--- src/rtl/ex_seq_pkg.sv ---
// Shared types and defaults for the EX-stage sequencing controller.
// Latency: n/a (types, constants and a decode helper only).
// Backpressure: n/a.
//
// Contents:
//   ex_seq_state_e  - controller FSM states (IDLE, EXEC)
//   ex_op_class_e   - class of the instruction currently in EX
//   EX_SEQ_MAX_EX_CYCLES_DEF / EX_SEQ_CNT_W_DEF - default watchdog limit and counter width
//   ex_seq_decode_class() - op class decode with multiply taking priority over divide
package ex_seq_pkg;

    // Worst-case divide takes 37 cycles, so the default limit leaves a small margin.
    localparam int unsigned EX_SEQ_MAX_EX_CYCLES_DEF = 40;
    // Counter width must satisfy 2**CNT_W > MAX_EX_CYCLES.
    localparam int unsigned EX_SEQ_CNT_W_DEF         = 6;

    typedef enum logic {
        IDLE = 1'b0,
        EXEC = 1'b1
    } ex_seq_state_e;

    typedef enum logic [1:0] {
        NONE = 2'd0,
        ALU  = 2'd1,
        MULT = 2'd2,
        DIV  = 2'd3
    } ex_op_class_e;

    // A malformed instruction flagged as both multiply and divide is run as a multiply.
    function automatic ex_op_class_e ex_seq_decode_class(input logic op_mult,
                                                         input logic op_div);
        ex_op_class_e w_class;
        if (op_mult) begin
            w_class = MULT;
        end else if (op_div) begin
            w_class = DIV;
        end else begin
            w_class = ALU;
        end
        return w_class;
    endfunction

endpackage

--- src/rtl/ex_seq_perf_cnt.sv ---
// Saturating stall/retire event counters for the EX sequencing controller.
// Latency: counts are registered, visible the cycle after the event.
// Backpressure: none; pure observers of controller events.
//
// Present only when EX_SEQ_PERF_CNT_EN is defined; otherwise this file is empty.
// Ports:
//   clk_i, rst_ni       - clock, asynchronous active-low reset
//   stall_i             - one EXEC cycle ended without a result transfer
//   retire_i            - one result transferred to EX/WB
//   perf_stall_cnt_o    - saturating count of stall_i cycles
//   perf_retire_cnt_o   - saturating count of retire_i cycles
`ifdef EX_SEQ_PERF_CNT_EN
module ex_seq_perf_cnt (
    input  logic        clk_i,
    input  logic        rst_ni,
    input  logic        stall_i,
    input  logic        retire_i,
    output logic [31:0] perf_stall_cnt_o,
    output logic [31:0] perf_retire_cnt_o
);

    logic [31:0] r_stall_cnt;
    logic [31:0] r_retire_cnt;

    // Both counters stick at all-ones instead of wrapping.
    always_ff @(posedge clk_i or negedge rst_ni) begin
        if (!rst_ni) begin
            r_stall_cnt  <= '0;
            r_retire_cnt <= '0;
        end else begin
            if (stall_i && (r_stall_cnt != '1)) begin
                r_stall_cnt <= r_stall_cnt + 32'd1;
            end
            if (retire_i && (r_retire_cnt != '1)) begin
                r_retire_cnt <= r_retire_cnt + 32'd1;
            end
        end
    end

    assign perf_stall_cnt_o  = r_stall_cnt;
    assign perf_retire_cnt_o = r_retire_cnt;

endmodule
`endif

--- src/rtl/ex_seq_ctrl.sv ---
// EX-stage sequencing controller: accepts one instruction at a time, drives ALU/mult/div controls.
// Latency: result transfer (wb_valid_o) is combinational from ex_valid_i/wb_ready_i; ALU ops retire in their first EXEC cycle.
// Backpressure: holds EXEC with enables asserted while wb_ready_i is low; ex_ready_o only when idle or completing.
//
// Optional feature macro: EX_SEQ_PERF_CNT_EN adds perf_stall_cnt_o / perf_retire_cnt_o.
// Ports:
//   clk_i, rst_ni            - clock, asynchronous active-low reset
//   id_valid_i, op_mult_i, op_div_i - instruction presented by ID/EX and its class
//   ex_valid_i               - EX datapath result valid
//   wb_ready_i               - EX/WB can take a result
//   flush_i                  - kill the in-flight instruction
//   ex_ready_o               - presented instruction is accepted this cycle
//   alu_instr_first_cycle_o  - first EXEC cycle of the current instruction
//   mult_en_o, div_en_o      - multiplier / divider enables
//   multdiv_ready_id_o       - downstream ready for a mult/div result
//   wb_valid_o               - result transfers to EX/WB this cycle
//   busy_o                   - instruction in flight
//   wdog_err_o               - one-cycle pulse when the watchdog aborts an instruction
module ex_seq_ctrl
    import ex_seq_pkg::*;
#(
    parameter int unsigned MAX_EX_CYCLES = EX_SEQ_MAX_EX_CYCLES_DEF,
    parameter int unsigned CNT_W         = EX_SEQ_CNT_W_DEF
) (
    input  logic        clk_i,
    input  logic        rst_ni,
    input  logic        id_valid_i,
    input  logic        op_mult_i,
    input  logic        op_div_i,
    input  logic        ex_valid_i,
    input  logic        wb_ready_i,
    input  logic        flush_i,
    output logic        ex_ready_o,
    output logic        alu_instr_first_cycle_o,
    output logic        mult_en_o,
    output logic        div_en_o,
    output logic        multdiv_ready_id_o,
    output logic        wb_valid_o,
    output logic        busy_o,
    output logic        wdog_err_o
`ifdef EX_SEQ_PERF_CNT_EN
    ,
    output logic [31:0] perf_stall_cnt_o,
    output logic [31:0] perf_retire_cnt_o
`endif
);

    // Counter value seen during the last allowed EXEC cycle of one instruction.
    localparam logic [CNT_W-1:0] LP_WDOG_LAST = CNT_W'(MAX_EX_CYCLES - 1);

    ex_seq_state_e    r_state;
    ex_seq_state_e    w_state_nxt;
    ex_op_class_e     r_class;
    ex_op_class_e     w_class_nxt;
    logic             r_first;
    logic             w_first_nxt;
    logic [CNT_W-1:0] r_cnt;
    logic [CNT_W-1:0] w_cnt_nxt;
    logic             r_wdog_err;
    logic             w_wdog_err_nxt;

    logic             w_exec;
    logic             w_complete;
    logic             w_accept;
    logic             w_wdog_hit;

    // ------------------------------------------------------------------
    // State register
    // ------------------------------------------------------------------
    always_ff @(posedge clk_i or negedge rst_ni) begin
        if (!rst_ni) begin
            r_state    <= IDLE;
            r_class    <= NONE;
            r_first    <= 1'b0;
            r_cnt      <= '0;
            r_wdog_err <= 1'b0;
        end else begin
            r_state    <= w_state_nxt;
            r_class    <= w_class_nxt;
            r_first    <= w_first_nxt;
            r_cnt      <= w_cnt_nxt;
            r_wdog_err <= w_wdog_err_nxt;
        end
    end

    // ------------------------------------------------------------------
    // Next-state and output logic
    // ------------------------------------------------------------------
    always_comb begin
        w_state_nxt    = r_state;
        w_class_nxt    = r_class;
        w_first_nxt    = 1'b0;
        w_cnt_nxt      = r_cnt;
        w_wdog_err_nxt = 1'b0;

        w_exec     = (r_state == EXEC);
        // Flush outranks a result arriving in the same cycle.
        w_complete = w_exec & ex_valid_i & wb_ready_i & ~flush_i;
        ex_ready_o = ~flush_i & (~w_exec | w_complete);
        w_accept   = id_valid_i & ex_ready_o;
        // Abort only when the last allowed cycle also fails to complete; flush takes priority.
        w_wdog_hit = w_exec & ~w_complete & ~flush_i & (r_cnt == LP_WDOG_LAST);

        alu_instr_first_cycle_o = r_first;
        mult_en_o               = w_exec & (r_class == MULT);
        div_en_o                = w_exec & (r_class == DIV);
        multdiv_ready_id_o      = w_exec & wb_ready_i;
        wb_valid_o              = w_complete;
        busy_o                  = w_exec;
        wdog_err_o              = r_wdog_err;

        case (r_state)
            IDLE: begin
                // ex_ready_o is ~flush_i here, so w_accept already excludes flush.
                if (w_accept) begin
                    w_state_nxt = EXEC;
                    w_class_nxt = ex_seq_decode_class(op_mult_i, op_div_i);
                    w_first_nxt = 1'b1;
                    w_cnt_nxt   = '0;
                end
            end
            EXEC: begin
                if (flush_i) begin
                    w_state_nxt = IDLE;
                    w_class_nxt = NONE;
                    w_cnt_nxt   = '0;
                end else if (w_complete) begin
                    if (w_accept) begin
                        // Back-to-back: the next instruction starts without leaving EXEC.
                        w_state_nxt = EXEC;
                        w_class_nxt = ex_seq_decode_class(op_mult_i, op_div_i);
                        w_first_nxt = 1'b1;
                    end else begin
                        w_state_nxt = IDLE;
                        w_class_nxt = NONE;
                    end
                    w_cnt_nxt = '0;
                end else if (w_wdog_hit) begin
                    w_state_nxt    = IDLE;
                    w_class_nxt    = NONE;
                    w_cnt_nxt      = '0;
                    w_wdog_err_nxt = 1'b1;
                end else if (r_cnt != '1) begin
                    w_cnt_nxt = r_cnt + CNT_W'(1);
                end
            end
            default: begin
                w_state_nxt = IDLE;
                w_class_nxt = NONE;
                w_cnt_nxt   = '0;
            end
        endcase
    end

`ifdef EX_SEQ_PERF_CNT_EN
    // A stall is any EXEC cycle that ends without a result transfer, flush cycles included.
    logic w_stall;
    assign w_stall = w_exec & ~w_complete;

    ex_seq_perf_cnt u_perf_cnt (
        .clk_i             (clk_i),
        .rst_ni            (rst_ni),
        .stall_i           (w_stall),
        .retire_i          (w_complete),
        .perf_stall_cnt_o  (perf_stall_cnt_o),
        .perf_retire_cnt_o (perf_retire_cnt_o)
    );
`endif

endmodule
--- config.mk ---
export PLATFORM = sky130hd
export DESIGN_NAME = ex_seq_ctrl
export DESIGN_NICKNAME = d
export VERILOG_FILES = /design/src/rtl/ex_seq_pkg.sv /design/src/rtl/ex_seq_perf_cnt.sv /design/src/rtl/ex_seq_ctrl.sv
export SDC_FILE = /design/constraint.sdc
export NUM_CORES = 1
export LEC_CHECK = 0
export BUFFER_PORTS_ARGS = -buffer_cell sky130_fd_sc_hd__buf_4
export CORE_MARGIN = 2
export CORE_UTILIZATION = 25
export DETAILED_ROUTE_END_ITERATION = 10
export GPL_ROUTABILITY_DRIVEN = 0
export PLACE_DENSITY = 0.49
export SETUP_SLACK_MARGIN = 0.4
export SLEW_MARGIN = 5
export SYNTH_ARGS = -nofsm -noshare
export SYNTH_HDL_FRONTEND = slang
export SYNTH_SLANG_ARGS = --single-unit
--- constraint.sdc ---
create_clock -name clk_i -period 2.8 [get_ports clk_i]
set_input_delay 0.28 -clock clk_i [delete_from_list [all_inputs] [get_ports clk_i]]
set_output_delay 0.28 -clock clk_i [all_outputs]
set_load 0.02 [all_outputs]
After elaboration in Yosys (flattened, before gate mapping)

Index checks and enable logic that the tools add are counted.

Output and inout port bits: 8
Bits of input ports: 8
Logic and storage cells: 56
Register bits after elaboration: 11

Bitwise logic cells: 15
Eq/ne operators: 7
Add/subtract/negate cells: 1
Muxes and demuxes: 26
Reductions and logical operators: 2

Operator list:

| cell                  | number |
|---|---|
| $mux W6               | 5 |
| $mux W2               | 7 |
| $pmux W6 S2           | 1 |
| $and A1 B1 Y1         | 11 |
| $mux W1               | 10 |
| $add A6 B1 Y6 const B | 1 |
| $eq A6 B6 Y1 const B  | 1 |
| $ne A6 B6 Y1 const B  | 1 |
| $ne A5 B3 Y1 const B  | 1 |
| $eq A2 B2 Y1 const B  | 2 |
| $ne A4 B3 Y1 const B  | 1 |
| $pmux W1 S2           | 2 |
| $pmux W2 S2           | 1 |
| $reduce_and A2 Y1     | 2 |
| $not A1 Y1            | 3 |
| $ne A2 B2 Y1 const B  | 1 |
| $or A1 B1 Y1          | 1 |

Logic depth before layout (Yosys ltp)

Word-level depth: 11
Gate-level depth with buffers: 5
Mapped depth without buffers: 5

Worst setup path before layout

No wires, ideal clock.

Path type: flip-flop to flip-flop
From: register r_cnt[0]
To: register r_cnt[0]
Library setup time: 125 ps
Cell stages (with the launch flop): 6
Data required time: 2675 ps
Clock period less this slack: 1379 ps
Arrival time: 1254 ps
Buffers on the path: 0
Path slack: 1421 ps
Path through: dfrtp_1 > ha_1 > nand3_2 > nor2_1 > a21o_1 > mux2_2

Cells in the longest elaborated chain, start to end: 6
Elaborated cells on any way between the ends: 11
Classes of those cells: add/sub (1); eq/ne (3); mux (5); bitwise (1); reduce/logical (1)

Ends and longest elaborated chain:

| what                                                 | line                                   | source |
|---|---|---|
| start: declaration                                   | ex_seq_ctrl.sv:57                      | `logic [CNT_W-1:0] r_cnt;` |
| start signal: assignment                             | ex_seq_ctrl.sv:81                      | `r_cnt <= w_cnt_nxt;` |
| $add A6 B1 Y6 / $eq A6 B6 Y1 (equally long branches) | ex_seq_ctrl.sv:144, ex_seq_ctrl.sv:102 |  |
| $mux W6 / $and A1 B1 Y1 (equally long branches)      | ex_seq_ctrl.sv:143, ex_seq_ctrl.sv:102 |  |
| $mux W6                                              | ex_seq_ctrl.sv:138                     | `end else if (w_wdog_hit) begin` |
| $mux W6                                              | ex_seq_ctrl.sv:127                     | `end else if (w_complete) begin` |
| $mux W6                                              | ex_seq_ctrl.sv:123                     | `if (flush_i) begin` |
| $pmux W6 S2                                          | ex_seq_ctrl.sv:112                     | `case (r_state)` |

Parallel ways exist; a longest one is shown, timed or not. The select of a mux whose other input is x is not followed.
A chain may end at the register's enable or synchronous reset.

Worst setup path in the final report

From: register r_state (netlist: busy_o)
To: output ex_ready_o

Cells in the longest elaborated chain, start to end: 5
Elaborated cells on any way between the ends: 6
Classes of those cells: bitwise (6)

Ends and longest elaborated chain:

| what                       | line              | source |
|---|---|---|
| start: declaration         | ex_seq_ctrl.sv:51 | `ex_seq_state_e r_state;` |
| start signal: assignment   | ex_seq_ctrl.sv:78 | `r_state <= w_state_nxt;` |
| $and A1 B1 Y1 (3 in a row) | ex_seq_ctrl.sv:98 | `w_complete = w_exec & ex_valid_i & wb_ready_i & ~flush_i;` |
| $or A1 B1 Y1 (*)           | ex_seq_ctrl.sv:99 | `ex_ready_o = ~flush_i & (~w_exec \| w_complete);` |
| $and A1 B1 Y1 (*)          | ex_seq_ctrl.sv:99 |  |
| end: declaration           | ex_seq_ctrl.sv:33 | `output logic ex_ready_o,` |

Every way passes the cells marked *; elsewhere a longest branch is shown, timed or not.

==> metrics.md <==
| Metric | Value |
|---|---|
| Syn nets | 70 |
| FF-to-FF setup slack | 1.32 ns |
| Critical path start-end classification | reg2out |
| Gr usage total | 10.4% |
| Vias per cell | 4.84 |
| Drt pass-1 iters | 5 |
| Post-DRT Antenna Nets | 0 |
| Post-DP HPWL | 980 um |
| Sink Count | 11 |
| Cell Rows | 17 |
| Root Buffer | clkbuf_4 |
| Final min period | 1.51 ns |
| Area grow syn2layout | 30.2% |
| Vias in the first global route | 477 |
| Ys Warns | 0 |
| Logic pwr share | 16.7% |
| Grt total ovfl | 0 |
| Startpoint Class | flop |
| CP Capture Type | output port |
| Clk_lat worst skew | 0.27 ns |
| Fin worst setup slack | 1.29 ns |
| Die height | 53.3 um |
| RR Endpoint | r_cnt[0] |
| Syn Area/Cell | 9.97 um^2 |
| Routed WL | 1.25 mm |
| Mapped Area | 608 um^2 |
| Initial antenna violation count | 0 |
| Slew of the pin with the lowest slew margin | 0.355 ns |
| Period utilisation layout | 53.9% |
| Die X | 53.3 um |
| Number of synthesized register bits | 11 |
| IO Port Bufs | 15 |
| Pins Over Slew Limit | 0 |
| First-pass GRT wire length | 2.08 mm |
| Hold Path Class | in2reg |
| Flop pwr share | 51.6% |
| NumNets Final | 91 |
| Post-CTS sizing | 0 |
| Clk pwr share | 31.7% |
| DRC | 0 |
| Sw Pwr | 87.5 uW |
| Pwr dens | 425 nW/um^2 |
| Sw Ratio | 26.0% |
| Multi-input logic area | 322 um^2 |
| WHS Endpoint | busy_o |
| Maxcap violations | 0 |
| Reg2reg path depth | 5 |
| VDD IR-drop max | 220 uV |
| Reg clk slew, reported paths | 0.07 ns |
| CTS tree | yes |
| DR vias | 528 |
| CTS Buf Count | 3 |
| Status | complete, no violations |
| Final Util | 35.1% |
| Top Ports | 16 |
| Worst hold start | flush_i |
| Largest net degree at the start of global routing | 12 |
| Fmax achieved | 0.662 GHz |
| Reg-to-reg startpoint | r_cnt[1] |
| Setup Buffers After CTS | 0 |
| Die ar. | 2840 um^2 |
| H-tree depth | 1 |
| CORE AREA | 2250 um^2 |
| Rel. slew slack | 76.3% |
| Clk buf depth | 2 |
| Internal | 249 uW |
| CTS Hold Bufs | 1 |
| Cell variety after synth | 29 |
| CP Launch Point | busy_o |
| Iteration-0 DRC Markers | 7 |
| Fin. Hold Viols | 0 |
| # diodes | 0 |
| Hold_ws | 0.168 ns |
| Gate Count Post-Synth | 61 |
| Setup violators final | 0 |
| Worst Path Arrival | 1.23 ns |
| Layout cells sized above 1 | 34.6% |
| Initial Utilization | 27.0% |
| Post-DR wirelength/cell | 11.5 um |
| LEAKAGE | 0.376 nW |
| Crit path required time | 2.52 ns |
| Sequential cell area | 275 um^2 |
| Setup TNS Final | 0 ns |
| Clock Skews | 0.00912 ns |
| WHS Path Cells | 2 |
| RSZ-0062 raised after global routing | false |
| Place WS | 1.33 ns |
| Worst Path Max Fanout | 7 |
| Register area share after synthesis | 45.3% |
| Filler cell count | 242 |
[stage by stage]
stage | total power [mW] | area, um^2 | std cells
detailed placement | 0.232 | 756 | 104
global route | 0.362 | 792 | 109
finish | 0.336 | 792 | 109
CTS | 0.343 | 792 | 109
floorplan | 0.206 | 608 | 61
global placement | 0.233 | 756 | 104
[cells in the mapped netlist]
cell type | instances | share of area [%]
dfrtp_1 | 11 | 45
nor2_1 | 7 | 4.3
a21oi_1 | 3 | 2.5
inv_1 | 3 | 1.9
nand2_1 | 3 | 1.9
nor3_1 | 3 | 2.5
o21ai_0 | 3 | 2.5
a21o_1 | 2 | 2.5
a22o_1 | 2 | 2.9
and3_1 | 2 | 2.1
nand2_2 | 2 | 2.1
nand3_1 | 2 | 1.6
o2bb2ai_1 | 2 | 2.9
a211oi_1 | 1 | 1.2
a21boi_4 | 1 | 3.1
and2_1 | 1 | 1.0
and2_2 | 1 | 1.2
and2_4 | 1 | 1.4
and4_2 | 1 | 1.6
ha_1 | 1 | 2.1
mux2_2 | 1 | 1.9
nand3_2 | 1 | 1.6
nor3_2 | 1 | 1.6
nor3_4 | 1 | 2.7
nor4_1 | 1 | 1.0
o21a_1 | 1 | 1.2
o21ai_1 | 1 | 0.82
o22a_1 | 1 | 1.4
o31ai_1 | 1 | 1.2
[worst max-delay path by stage]
stage	slack [ns]	end
floorplan	1.42	r_cnt[0]
CTS	1.26	ex_ready_o
detailed placement	1.33	r_cnt[0]
global placement	1.36	r_cnt[0]
finish	1.29	ex_ready_o
global route	1.19	ex_ready_o
[layout by cell type, fill, tap and decap left out, types with 2 or more instances in the layout]
cell,synthesis,final
buf_4,0,15
dfrtp_1,11,11
nor2_1,7,7
inv_1,3,3
nand2_1,3,3
nor3_1,3,3
o21ai_0,3,3
a21oi_1,3,3
clkbuf_4,0,3
and3_1,2,2
nand2_2,2,2
a21o_1,2,2
o2bb2ai_1,2,2
nand3_1,2,2
a22o_1,2,2
[layout make-up]
type	instances	area share, %
timing repair buffer	16	15.5
tap	28	4.42
inverter	3	1.42
multi-input combinational	47	40.6
sequential	11	34.8
clock buffer	4	3.32
[layer usage]
layer  wire length (um)  GRT usage, %
met1                574          13.1
met3                 64          3.39
met4                 23          5.13
met2                592          15.8
met5                  0             0
[critical path, cell delays in order, from the launching register on]
cell and delay, ns:
dfrtp_1 0.45, a21boi_4 0.27, nor2_1 0.08, buf_4 0.16
[cell families (layout without fill, tap and decap cells)]
logic type	after synthesis	after routing	synth area share [%]
and+or+nand+nor	27	27	26.8
muxes	1	1	1.85
buffers and inverters	3	23	1.85
DFF	11	11	45.3
adders and majority gates	1	1	2.06
AOI/OAI and AO/OA	18	18	22.2
[state kept, by name (all words and copies together) (netlist names)]
| signal | count |
|---|---|
| r_cnt | 6 |
| r_class | 2 |
| busy_o | 1 |
| wdog_err_o | 1 |
| alu_instr_first_cycle_o | 1 |
[power by group through the flow]
stage / logic, mW / registers [mW] / clock network (mW)
4_1_cts: 0.0573 / 0.174 / 0.112
2_1_floorplan: 0.0286 / 0.177 / 0
3_5_place_dp: 0.0559 / 0.177 / 0
3_3_place_gp: 0.0565 / 0.176 / 0
5_1_grt: 0.0619 / 0.175 / 0.125
6_report: 0.0561 / 0.174 / 0.107
Power figures use the tool's default switching activity.
